### config.mk
export PLATFORM = sky130hd
export DESIGN_NAME = rr_dispatch_ctrl
export DESIGN_NICKNAME = d
export VERILOG_FILES = /design/src/rtl/rr_dispatch_ctrl_pkg.sv /design/src/rtl/rr_dispatch_ctrl_demux.sv /design/src/rtl/rr_dispatch_ctrl.sv
export SDC_FILE = /design/constraint.sdc
export NUM_CORES = 1
export LEC_CHECK = 0
export ABC_AREA = 1
export CORE_MARGIN = 4
export CORE_UTILIZATION = 45
export DETAILED_ROUTE_END_ITERATION = 12
export GPL_TIMING_DRIVEN = 0
export PLACE_DENSITY_LB_ADDON = 0.2
export SLEW_MARGIN = 20
export SYNTH_ARGS = -nofsm -noshare
export SYNTH_HDL_FRONTEND = slang
export SYNTH_SLANG_ARGS = --single-unit
### constraint.sdc
create_clock -name clock -period 2.8 [get_ports clock]
set_clock_uncertainty 0.15 [all_clocks]
set_input_delay 0.56 -clock clock [delete_from_list [all_inputs] [get_ports clock]]
set_output_delay 0.56 -clock clock [all_outputs]
set_load 0.01 [all_outputs]
### src/rtl/rr_dispatch_ctrl_pkg.sv
// Shared definitions for the round-robin dispatcher: state encoding,
// channel count and the round-robin pick function.
package rr_dispatch_ctrl_pkg;

    localparam int NCH  = 8;
    localparam int SELW = 3;

    typedef enum logic [1:0] {
        ST_EMPTY  = 2'b00,
        ST_NOSEL  = 2'b01,
        ST_LOCKED = 2'b10
    } state_e;

    // First enabled channel after 'last', wrapping so 'last' itself is checked last.
    function automatic logic [SELW-1:0] rr_pick(input logic [NCH-1:0]  mask,
                                                input logic [SELW-1:0] last);
        logic [SELW-1:0] idx;
        logic [SELW-1:0] res;
        logic            found;
        res   = '0;
        found = 1'b0;
        for (int k = 1; k <= NCH; k++) begin
            idx = last + SELW'(k);
            if (!found && mask[idx]) begin
                res   = idx;
                found = 1'b1;
            end
        end
        return res;
    endfunction

endpackage

### src/rtl/rr_dispatch_ctrl_demux.sv
// 1-to-8 demultiplexer: routes x onto output bit sel, all other bits low.
module dispatch_demux1to8
    import rr_dispatch_ctrl_pkg::*;
(
    input  logic            x,
    input  logic [SELW-1:0] sel,
    output logic [NCH-1:0]  z
);

    always_comb begin
        z      = '0;
        z[sel] = x;
    end

endmodule

### src/rtl/rr_dispatch_ctrl.sv
// Round-robin dispatcher: buffers one word and hands it to the next enabled
// channel after the last one served, holding the target until it is taken.
module rr_dispatch_ctrl
    import rr_dispatch_ctrl_pkg::*;
#(
    parameter int W  = 8,
    parameter int CW = 16
) (
    input  logic            clock,
    input  logic            reset_,
    input  logic [NCH-1:0]  en_mask,
    input  logic            in_valid,
    input  logic [W-1:0]    in_data,
    output logic            in_ready,
    output logic [W-1:0]    out_data,
    output logic [NCH-1:0]  out_valid,
    input  logic [NCH-1:0]  out_ready,
    output logic [SELW-1:0] sel,
    output logic [CW-1:0]   sent_cnt,
    output logic [1:0]      dbg_state
);

    // Handshakes: a word moves on an edge where valid and ready are both high;
    // in_ready and out_valid never depend on in_valid.
    state_e          state_q, state_d;
    logic [SELW-1:0] sel_q, sel_d;
    logic [SELW-1:0] last_q, last_d;
    logic [W-1:0]    data_q, data_d;
    logic [CW-1:0]   cnt_q, cnt_d;
    logic            locked;
    logic            out_hs;
    logic            accept;

    assign locked   = (state_q == ST_LOCKED);
    assign out_hs   = locked & out_ready[sel_q];
    assign in_ready = reset_ & ((state_q == ST_EMPTY) | out_hs);
    assign accept   = in_valid & in_ready;

    always_comb begin
        state_d = state_q;
        sel_d   = sel_q;
        last_d  = last_q;
        data_d  = data_q;
        cnt_d   = cnt_q;
        case (state_q)
            ST_EMPTY: begin
                if (accept) begin
                    data_d = in_data;
                    if (|en_mask) begin
                        state_d = ST_LOCKED;
                        sel_d   = rr_pick(en_mask, last_q);
                    end else begin
                        state_d = ST_NOSEL;
                    end
                end
            end
            ST_NOSEL: begin
                if (|en_mask) begin
                    state_d = ST_LOCKED;
                    sel_d   = rr_pick(en_mask, last_q);
                end
            end
            ST_LOCKED: begin
                if (out_hs) begin
                    last_d = sel_q;
                    cnt_d  = cnt_q + CW'(1);
                    if (accept) begin
                        // Pick for the new word starts after the channel just served.
                        data_d = in_data;
                        if (|en_mask) begin
                            state_d = ST_LOCKED;
                            sel_d   = rr_pick(en_mask, sel_q);
                        end else begin
                            state_d = ST_NOSEL;
                        end
                    end else begin
                        state_d = ST_EMPTY;
                    end
                end
            end
            default: state_d = ST_EMPTY;
        endcase
    end

    always_ff @(posedge clock) begin
        if (!reset_) begin
            state_q <= ST_EMPTY;
            sel_q   <= '0;
            last_q  <= SELW'(NCH - 1);
            data_q  <= '0;
            cnt_q   <= '0;
        end else begin
            state_q <= state_d;
            sel_q   <= sel_d;
            last_q  <= last_d;
            data_q  <= data_d;
            cnt_q   <= cnt_d;
        end
    end

    dispatch_demux1to8 u_demux (
        .x   (locked),
        .sel (sel_q),
        .z   (out_valid)
    );

    assign out_data  = data_q;
    assign sel       = sel_q;
    assign sent_cnt  = cnt_q;
    assign dbg_state = state_q;

endmodule

Word level (Yosys, flattened, before mapping)
Cells that the tools add are included.
Storage, ports and cells
  flip-flop bits (word level): 32
  word-level logic and storage cells: 259
  output and inout port bits: 38
Cells by class
  reduce and logical (&&, ||, !) cells: 51
  add/subtract/negate cells: 15
  bitwise operators: 5
  order comparisons: 17
  multiplexer cells: 157
  equality and inequality tests: 9
Operator list (number)
  $mux W1: 100
  $mux W3: 29
  $lt A3 B4 Y1 const B: 16
  $bmux W1 S3: 17
  $add A3 B3 Y3 const B: 8
  $logic_and A1 B1 Y1: 22
  $logic_not A1 Y1: 21
  $add A16 B1 Y16 const B: 1
  $mux W8: 2
  $pmux W8 S2: 1
  $add A3 B2 Y3 const B: 4
  $mux W2: 5
  $pmux W3 S3: 1
  $and A8 B8 Y8: 1
  $ne A2 B1 Y1 const B: 4
  $reduce_and A8 Y1: 1
  $reduce_or A8 Y1: 1
  $add A3 B1 Y3 const B: 2
  $ne A2 B2 Y1 const B: 3
  $pmux W2 S3: 1
  $reduce_and A2 Y1: 2
  $and A1 B1 Y1: 3
  $demux W1 S3: 1
  $ge A3 B1 Y1 const B: 1
  7 further kinds: 7

Depth between registers and ports, before layout
  depth in word-level cells: 58
  gate-level depth with buffers: 18

Cells and area by module
Synthesis repeated with hierarchy kept, for this count alone.
Unflattened totals
  cells, all modules: 478
  area total of the unflattened synthesis: 2820.2 um^2
By module, submodules not included
  rr_dispatch_ctrl: area each 2756.4 um^2, cells an instance 461, times used 1
  dispatch_demux1to8: area each 63.8 um^2, cells an instance 17, times used 1

Worst setup path after synthesis
No wires, ideal clock.
  path kind: register to register
  from: register sel_q[1], in the netlist sel[1]
  to: register sel_q[0], in the netlist sel[0]
  data arrival time: 2376 ps
  required time: 2539 ps
  period minus slack after synthesis: 2637 ps
  slack: 163 ps
  cell stages (with the launch flop): 18
  path through: dfxtp_1 inv_2 buf_6 ha_1 inv_1 nand3_1 nand3_1 nand2_1 nor2_4 nand4_4 nor2_4 nand3_2 nand2_2 nor2_1 nand2_1 nand2_1 nand2_1 nor2_1
Between the ends
  word-level cells in the longest chain between the ends: 54
  elaborated cells between the ends (all ways): 95
RTL lines
  start: declaration: line rr_dispatch_ctrl.sv:26  | logic [SELW-1:0] sel_q, sel_d;
  start signal: assignment: line rr_dispatch_ctrl.sv:94  | sel_q <= sel_d;
  $add A3 B1 Y3: line rr_dispatch_ctrl_pkg.sv:23  | idx = last + SELW'(k);
  $bmux W1 S3: line rr_dispatch_ctrl_pkg.sv:24  | if (!found && mask[idx]) begin
  $mux W1 (implied by the code): line rr_dispatch_ctrl_pkg.sv:24
  $mux W1: line rr_dispatch_ctrl_pkg.sv:24
  $mux W1: line rr_dispatch_ctrl.sv:70  | if (|en_mask) begin
  $mux W1: line rr_dispatch_ctrl.sv:67  | if (accept) begin
  $mux W1: line rr_dispatch_ctrl.sv:64  | if (out_hs) begin
  $mux W1: line rr_dispatch_ctrl.sv:45  | case (state_q)
  [38 not listed]
  $mux W1: line rr_dispatch_ctrl.sv:70
  $mux W1: line rr_dispatch_ctrl.sv:67
  $mux W1: line rr_dispatch_ctrl.sv:64
  $mux W1: line rr_dispatch_ctrl.sv:45
  $logic_not A1 Y1: line rr_dispatch_ctrl_pkg.sv:24
  $logic_and A1 B1 Y1: line rr_dispatch_ctrl_pkg.sv:24
  $ne A2 B2 Y1 (no line)
  $reduce_and A8 Y1 (no line)
Parallel ways exist; a longest one is shown, timed or not. The select of a mux whose other input is x is not followed.
A chain may end at the register's enable or synchronous reset.

Worst setup path after layout
  from: register state_q[1], in the netlist dbg_state[1]
  to: output out_valid[2]
Between the ends
  word-level cells in the longest chain between the ends: 2
RTL lines
  start: declaration: line rr_dispatch_ctrl.sv:25  | state_e state_q, state_d;
  start signal: assignment: line rr_dispatch_ctrl.sv:93  | state_q <= state_d;
  $eq A2 B2 Y1: line rr_dispatch_ctrl.sv:34  | assign locked = (state_q == ST_LOCKED);
  $and A8 B8 Y8 (no line)
  end: declaration: line rr_dispatch_ctrl.sv:16  | output logic [NCH-1:0] out_valid,
Every way passes these cells.

==> impl_metrics.ini <==
[critical_path]
criticalPathCategory = flop to output pin
crit_slowest_cell = clkdlybuf4s50_1
cp.required_ns = 2.09
crit_arrival_ns = 1.89
critPathBufInv = 4
cp_top_family = buffers and inverters
slowest_delay_ns = 0.55
worstPathCellList = inv_2, nor2_4, inv_2, nor2_1, inv_1, nor2_1, clkdlybuf4s50_1
endpoint_kind = output pin
crit_path_max_fanout = 7
start_kind = flop

[synthesis]
yosysWarnings = 0
synth_flop_cell = dfxtp_1
ys_seq_area_share_pct = 21.8
yosys_register_bits = 32
synth.avg_cell_area_um2 = 6.01
yosysUniqueCellTypes = 44
synth-edff-count = 0
syn_nets = 524
synthArstFlopShare_pct = 0
syn_area_mm2 = 0.00294
syn_inst = 488

[floorplan]
die_x_um = 88.8
rows = 29
io_pins = 65
fp.dieArea_mm2 = 0.00788
dieHeight_um = 88.8
core_area_mm2 = 0.00635
start_util_pct = 46.2

[power]
finalPower_mw = 2.10
ir_drop_mv = 0.354
p_leak_nw = 1.70
powerDensity_mw_per_mm2 = 540

[route]
wl_per_cell_um = 13.2
first_pass_iters = 5
drc = 0
wirelength_um = 8560
ant_nets = 0
first_iter_violations = 174
via_per_inst = 5.34
vias = 3454

[global_routing]
overflow = 0
grt_pass1_wl_um = 14500
gr-usage-all-layers_pct = 22.7
grt_max_degree = 13
grt_pass1_vias = 3310
antenna_found_initial = 0

[timing]
post-route-period-util_pct = 93.0
slew_violations = 0
rsz0062_at_grt = no
setup_ws_ns = 0.196
hold_viol = 0
setup_viol = 0
tightest_slew_ns = 0.551
relSlewSlack_pct = 63.3
period_needed_ns = 2.60
max_freq_ghz = 0.384

[layout]
final_nets = 606
fin_area_mm2 = 0.00389
drive_gt1_share_pct = 13.3
antenna_cells = 0
utilization_pct = 61.3
syn2layout_area_growth_pct = 32.5

[place]
pre_cts_slack_ns = -0.506
gp_congestion = 0.903
postPlaceCellArea_mm2 = 0.00366
dp_hpwl_um = 6560
port_buffers = 63

[clock_tree]
clk_pin_slew_ns = 0.07
h-tree-depth = 2
insertion_delay_ns = 0.28
cts_max_path_buffers = 2
numCtsBuffers = 5
clock_sinks = 32
clock-root-buffer = clkbuf_8
cts_hold_buf = 0
cts_tree = built

[run]
cap_viol_max_count = 0

[hold_path]
hold_path.class = flop to flop

[status]
status = finished, final reports clean
==> through the flow <==
step	TNS [ns]	hold WS (ns)	cells
2_1_floorplan	0	0.340	488
3_3_place_gp	-1.09	0.300	628
3_5_place_dp	-1.14	0.307	628
4_1_cts	0	0.318	638
5_1_grt	0	0.341	647
6_report	0	0.313	647
==> synth_stat cells, drive strengths merged, types with 4 or more instances <==
master  count  area, um^2
clkbuf      4        15.0
buf        10        83.8
ha          9         113
nand3      80         435
nor3        7        35.0
inv        45         169
nand4       9        83.8
xnor2       4        42.6
dfxtp      32         641
o21ai      17        85.1
nor2       66         295
nand2     153         589
a21oi      28         144
==> sequential cells by signal (all words and copies together), names as in the netlist <==
register,count
sent_cnt,16
last_q,3
sel,3
dbg_state,2
out_data,8
==> area by class of cell <==
cell class	count	area [um^2]
repair buffers	75	719
multi-input cells	397	2070
plain buffers	14	103
inverters	45	169
flip-flops and latches	32	649
well taps	77	96.3
fillers	620	2460
clock buffers	5	68.8
clock inverters	2	12.5
==> power by group <==
group / switching (mW) / internal [mW] / leakage, nW
sequential: 0.0235 / 0.481 / 0.261
combinational: 0.780 / 0.469 / 1.39
clock: 0.177 / 0.168 / 0.0400
total: 0.980 / 1.12 / 1.70
==> final timing paths <==
kind | slack (ns) | cells past startpoint | to | startpoint
worst min register to register | 0.31 | 2 | out_data[6]$_SDFFE_PN0P_ | out_data[6]$_SDFFE_PN0P_
worst max register to register | 0.23 | 17 | sel[1]$_SDFFE_PN0P_ | last_q[1]$_SDFFE_PN1P_
worst max-delay path | 0.20 | 7 | out_valid[2] | dbg_state[1]$_SDFFE_PN0P_
worst min-delay path | 0.31 | 2 | out_data[6]$_SDFFE_PN0P_ | out_data[6]$_SDFFE_PN0P_
==> timing repair <==
item,CTS,global route
pin swaps,2,3
setup buffers,3,9
cloned,0,0
endpoints found under the setup margin,5,10
resized for setup,9,12
==> cells in the final DEF, fill, tap and decap left out, types with 7 or more instances in the layout <==
cell type,synthesis,layout
a21oi_1,27,27
buf_4,6,17
clkdlybuf4s50_1,0,62
dfxtp_1,32,29
ha_1,9,8
inv_1,38,36
inv_2,7,9
nand2_1,149,147
nand3_1,73,71
nand3_2,7,9
nor2_1,57,57
nor3_1,7,7
o21ai_0,13,12
==> cells by family (layout without fill, tap and decap cells) <==
kind of cell / Yosys count / count (layout) / share of synthesized area (%)
buffers and inverters: 59 / 141 / 9.12
adder cells (fa/ha/maj): 9 / 9 / 3.84
AND/OR/NAND/NOR: 325 / 325 / 52.3
AO/OA/AOI/OAI: 56 / 56 / 10.6
XOR/XNOR: 7 / 7 / 2.34
flip-flops: 32 / 32 / 21.8
==> tightest hold or removal path: stages, from the launching register on <==
cell,delay (ns)
dfxtp_1,0.31
nand2_1,0.06
a21oi_1,0.05
==> metal layers <==
layer / vias to the layer above / global-route usage (%) / part of all wire, %
met3: 8 / 6.42 / 7.4
met2: 106 / 40.7 / 48
met4: 0 / 4.12 / 1.1
met5: - / 0 / 0
li1: 1765 / - / -
met1: 1575 / 27.1 / 44
No activity file was read; power rests on OpenSTA's default activity.
==> variant 1: new RTL, config.mk and constraints unchanged <==
The package constant `SELW` goes from 3 to 4.
--- a/src/rtl/rr_dispatch_ctrl_pkg.sv
+++ b/src/rtl/rr_dispatch_ctrl_pkg.sv
@@ -3,7 +3,7 @@
 package rr_dispatch_ctrl_pkg;
 
     localparam int NCH  = 8;
-    localparam int SELW = 3;
+    localparam int SELW = 4;
 
     typedef enum logic [1:0] {
         ST_EMPTY  = 2'b00,
Interface: changed (resized sel); port bits go from 65 to 66. The function was not compared with the original's and may differ.
==> variant 1 against the original RTL <==
  * Setup slack lost 83 ps
  * Critical endpoint is now sel[3]$_SDFFE_PN0P_
  * Sequential cell count grew 2
  * Design area grew 15%
  * Hold slack gained 7.3 ps
  * Routed wire length grew 18%
  * Synthesized area grew 18%
  * Highest routed layer unchanged
  * Critical path depth grew 10
Power is not compared: it rests on default switching activity, and its combinational part moved more than twofold at a synthesized area within 25%.
==> variant 1: results <==
export IMPL_status="finished clean"
export IMPL_cp_top_family="simple AND/OR/NAND/NOR gates"
export IMPL_routed_wirelength_um=10070
export IMPL_route_vias_total=4028
export IMPL_core_area_um2=7370
export IMPL_multi_input_area_share=0.5647
export IMPL_use_met3=0.05629
export IMPL_clock_area_frac=0.01878
export IMPL_cp_max_fo=10
export IMPL_cpPeakStageDelay_ps=390
export IMPL_synth_seq_area_share=0.1965
export IMPL_dpl_hpwl_um=7726
export IMPL_synthAdderAreaFrac=0.05780
export IMPL_synth_cells=583
export IMPL_dp_cells=747
export IMPL_dr_wl_met2_um=4715
export IMPL_synth_compound_area_share=0.1167
export IMPL_port_buffers=65
export IMPL_synth_seq_cells=34
export IMPL_multi_input_gates=472
export IMPL_slew_headroom=0.6340
export IMPL_grt_first_pass_wirelength_um=16840
export IMPL_wl_met3_um=808
export IMPL_yosys_top_cells_count="nand2_1 (172), nand3_1 (74), nor2_1 (72)"
export IMPL_grtUsageMet2=0.3735
export IMPL_grtUsageMet1=0.2890
export IMPL_grtUsageTotal=0.2247
export IMPL_nNetsFinal=702
export IMPL_regArea_um2=696.9
export IMPL_slowest_stage="dfxtp_4"
export IMPL_grt_pass1_vias=3786
export IMPL_fillers=702
export IMPL_bufAreaShareNonClock=0.1788
export IMPL_synth_xor_xnor_area_share=0.04299
export IMPL_inv_count=61
export IMPL_place_area_um2=4238
export IMPL_finalNonFillerCells=758
export IMPL_drt_met1_wl_um=4401
export IMPL_syn_nets=626
export IMPL_cp_arrival_ps=2730
-- variant 1: cell types whose count changed after synthesis, sizes merged, moves of 2 or more --
| cell | change |
|---|---|
| nand2 | +27 |
| nor2 | +18 |
| inv | +15 |
| xor2 | +10 |
| ha | +7 |
| o21ai | +7 |
| a21oi | +6 |
| o211ai | +3 |
| a211oi | -2 |
| dfxtp | +2 |
| nor3 | +2 |
| nor3b | -2 |
| nor4 | -2 |
-- variant 1: logic make-up after synthesis --
family | after synthesis
xor+xnor | 17
flops | 34
simple gates | 367
fa+ha+maj | 16
buf+inv | 77
compound gates | 72
-- variant 1: worst paths after layout --
check                      startpoint                       end  slack (ps)  cells past startpoint
max            last_q[0]$_SDFFE_PN1P_       sel[3]$_SDFFE_PN0P_         110                     17
max reg2reg    last_q[0]$_SDFFE_PN1P_       sel[3]$_SDFFE_PN0P_         110                     17
min          out_data[7]$_SDFFE_PN0P_  out_data[7]$_SDFFE_PN0P_         320                      2
min reg2reg  out_data[7]$_SDFFE_PN0P_  out_data[7]$_SDFFE_PN0P_         320                      2
-- variant 1: power breakdown --
| group | switching [W] | total (W) | internal [W] |
|---|---|---|---|
| clock network | 0.000185 | 0.000355 | 0.000170 |
| registers | 0.000120 | 0.000690 | 0.000570 |
| logic | 0.00240 | 0.00375 | 0.00135 |
-- variant 1: through the flow --
| stage | util | worst slack, ps | total power, W |
|---|---|---|---|
| global placement | 0.5750 | -444.8 | 0.004082 |
| floorplan | - | 196.8 | 0.003305 |
| detailed placement | 0.5750 | -474.1 | 0.004124 |
| finish | 0.6058 | 112.6 | 0.004795 |
| global route | 0.6058 | -22.47 | 0.005300 |
| CTS | 0.5929 | 10.66 | 0.004580 |
==> variant 2: new RTL, same flow settings <==
Without the edit above. Put one more register stage on the output `sent_cnt`, cleared by the reset. The value now appears one clock later. The other outputs are not delayed to match.
--- a/src/rtl/rr_dispatch_ctrl.sv
+++ b/src/rtl/rr_dispatch_ctrl.sv
@@ -106,7 +106,13 @@
 
     assign out_data  = data_q;
     assign sel       = sel_q;
-    assign sent_cnt  = cnt_q;
+    always_ff @(posedge clock) begin
+        if (!reset_) begin
+            sent_cnt <= '0;
+        end else begin
+            sent_cnt <= cnt_q;
+        end
+    end
     assign dbg_state = state_q;
 
 endmodule
Behaviour: not the same (Yosys sat finds a counterexample within 4 cycles, from zero or initial values and one cycle with reset_ low).
==> variant 2 against the original RTL <==
  * Critical path type is now input port to output port
  * Routed wire length rose by 5.9%
  * Design area rose by 13%
  * First-iteration DRC count shrank 5.2%
  * Synthesized area rose by 16%
  * Die area rose by 15%
  * Non-clock buffer count down 10
  * Register-to-register slack worse by 50 ps
  * Sequential cell count grew 16
  * Setup slack lost 66 ps
Power is not compared: it rests on default switching activity, and its combinational part moved more than twofold at a synthesized area within 25%.
==> variant 2: results <==
export IMPL_status="finished clean"
export IMPL_drive_above_1_share=0.1055
export IMPL_place_gp_congestion=0.9577
export IMPL_htree_levels=2
export IMPL_port_buffers=64
export IMPL_grt_pass1_vias=3385
export IMPL_worstMarginPinSlew_ps=488.1
export IMPL_dr_wl_met2_um=4270
export IMPL_nNetsFinal=670
export IMPL_syn_nets=599
export IMPL_drt_met1_wl_um=4169
export IMPL_grt_max_degree=16
export IMPL_yosys_top_cells_count="nand2_1 (176), nand3_1 (82), inv_1 (76)"
export IMPL_yosysUniqueCellTypes=35
export IMPL_dpl_hpwl_um=7032
export IMPL_cp_arrival_ps=1960
export IMPL_grt_first_pass_wirelength_um=15030
export IMPL_routed_wirelength_um=9067
export IMPL_wl_met3_um=491
export IMPL_fillers=725
export IMPL_grtUsageTotal=0.2037
export IMPL_cp_max_fo=14
export IMPL_synth_seq_area_share=0.2815
export IMPL_async_flop_share=0
export IMPL_clk_pin_slew_ps=90
export IMPL_drtPass1Iterations=7
export IMPL_p_sw_frac=0.5282
export IMPL_initialDrtViolationCount=165
export IMPL_yosys_warnings=0
export IMPL_route_vias_total=3716
export IMPL_cts_root_buf="clkbuf_8"
export IMPL_place_area_um2=4178
export IMPL_pre_cts_slack_ps=-357.6
export IMPL_synthTopCellsByArea="dfxtp_1 (28%), nand2_1 (19%), nand3_1 (12%)"
export IMPL_clk_latency_ps=300
==> variant 2: cell types whose count changed after synthesis, sizes merged, moves of 7 or more <==
cell | unedited run | this run
nand2 | 153 | 179
inv | 45 | 82
a21oi | 28 | 19
dfxtp | 32 | 48
nand3 | 80 | 87
==> variant 2: routing by layer <==
metal / vias up / GRT usage
met2: 95 / 0.3324
met4: 0 / 0.05409
met1: 1671 / 0.2707
li1: 1934 / -
met3: 16 / 0.04578
met5: - / 0
==> variant 2: through the flow <==
step | instances | utilization
after floorplan | 563 | -
final | 734 | 0.5972
after global routing | 734 | 0.5972
after detailed placement | 726 | 0.5699
after global placement | 726 | 0.5699
after CTS | 734 | 0.5851
==> variant 2: power by group through the flow <==
stage | registers [W] | logic [W] | clock network, W
floorplan | 0.000851 | 0.00205 | 0
global placement | 0.000840 | 0.00267 | 0
detailed placement | 0.000839 | 0.00273 | 0
CTS | 0.000829 | 0.00277 | 0.000440
global route | 0.000847 | 0.00328 | 0.000471
finish | 0.000836 | 0.00293 | 0.000432
==> variant 2: final cells by class <==
class / count / area [um2] / area share
multi-input combinational: 417 / 2112 / 0.4824
sequential: 48 / 970.9 / 0.2218
timing repair buffer: 66 / 656.9 / 0.1500
inverter: 83 / 320.3 / 0.07316
tap: 99 / 123.9 / 0.02829
buffer: 13 / 97.59 / 0.02229
clock buffer: 6 / 82.58 / 0.01886
clock inverter: 2 / 13.76 / 0.003144
==> variant 2: path summary, 6_finish.rpt <==
path / from / endpoint / slack, ps / cells past startpoint
setup / recovery: out_ready[3] / in_ready / 130 / 8
setup reg to reg: last_q[1]$_SDFFE_PN1P_ / sel[2]$_SDFFE_PN0P_ / 180 / 17
hold reg to reg: cnt_q[8]$_SDFFE_PN0P_ / sent_cnt[8]$_SDFF_PN0_ / 300 / 2
hold / removal: cnt_q[8]$_SDFFE_PN0P_ / sent_cnt[8]$_SDFF_PN0_ / 300 / 2
==> variant 2: timing repair <==
action                                  CTS  global route
pin swaps                                 1             3
endpoints found under the setup margin    9            10
buffers inserted                          1             1
gates resized for setup                   9            28
==> variant 2: logic make-up after synthesis <==
kind of cell	count (synthesis)	synth area share
flip-flops	48	0.2815
AO/OA/AOI/OAI	47	0.08284
buffers and inverters	98	0.1188
XOR/XNOR	8	0.02273
adder cells (fa/ha/maj)	9	0.03299
AND/OR/NAND/NOR	353	0.4611
==> variant 2: critical path, cell delays in order <==
cell             delay (ps)
clkdlybuf4s50_1         460
inv_1                    40
nand2_1                  50
nand3_1                  90
nand3_2                 120
nand3_4                 170
a21oi_1                 180
dlygate4sd2_1           290
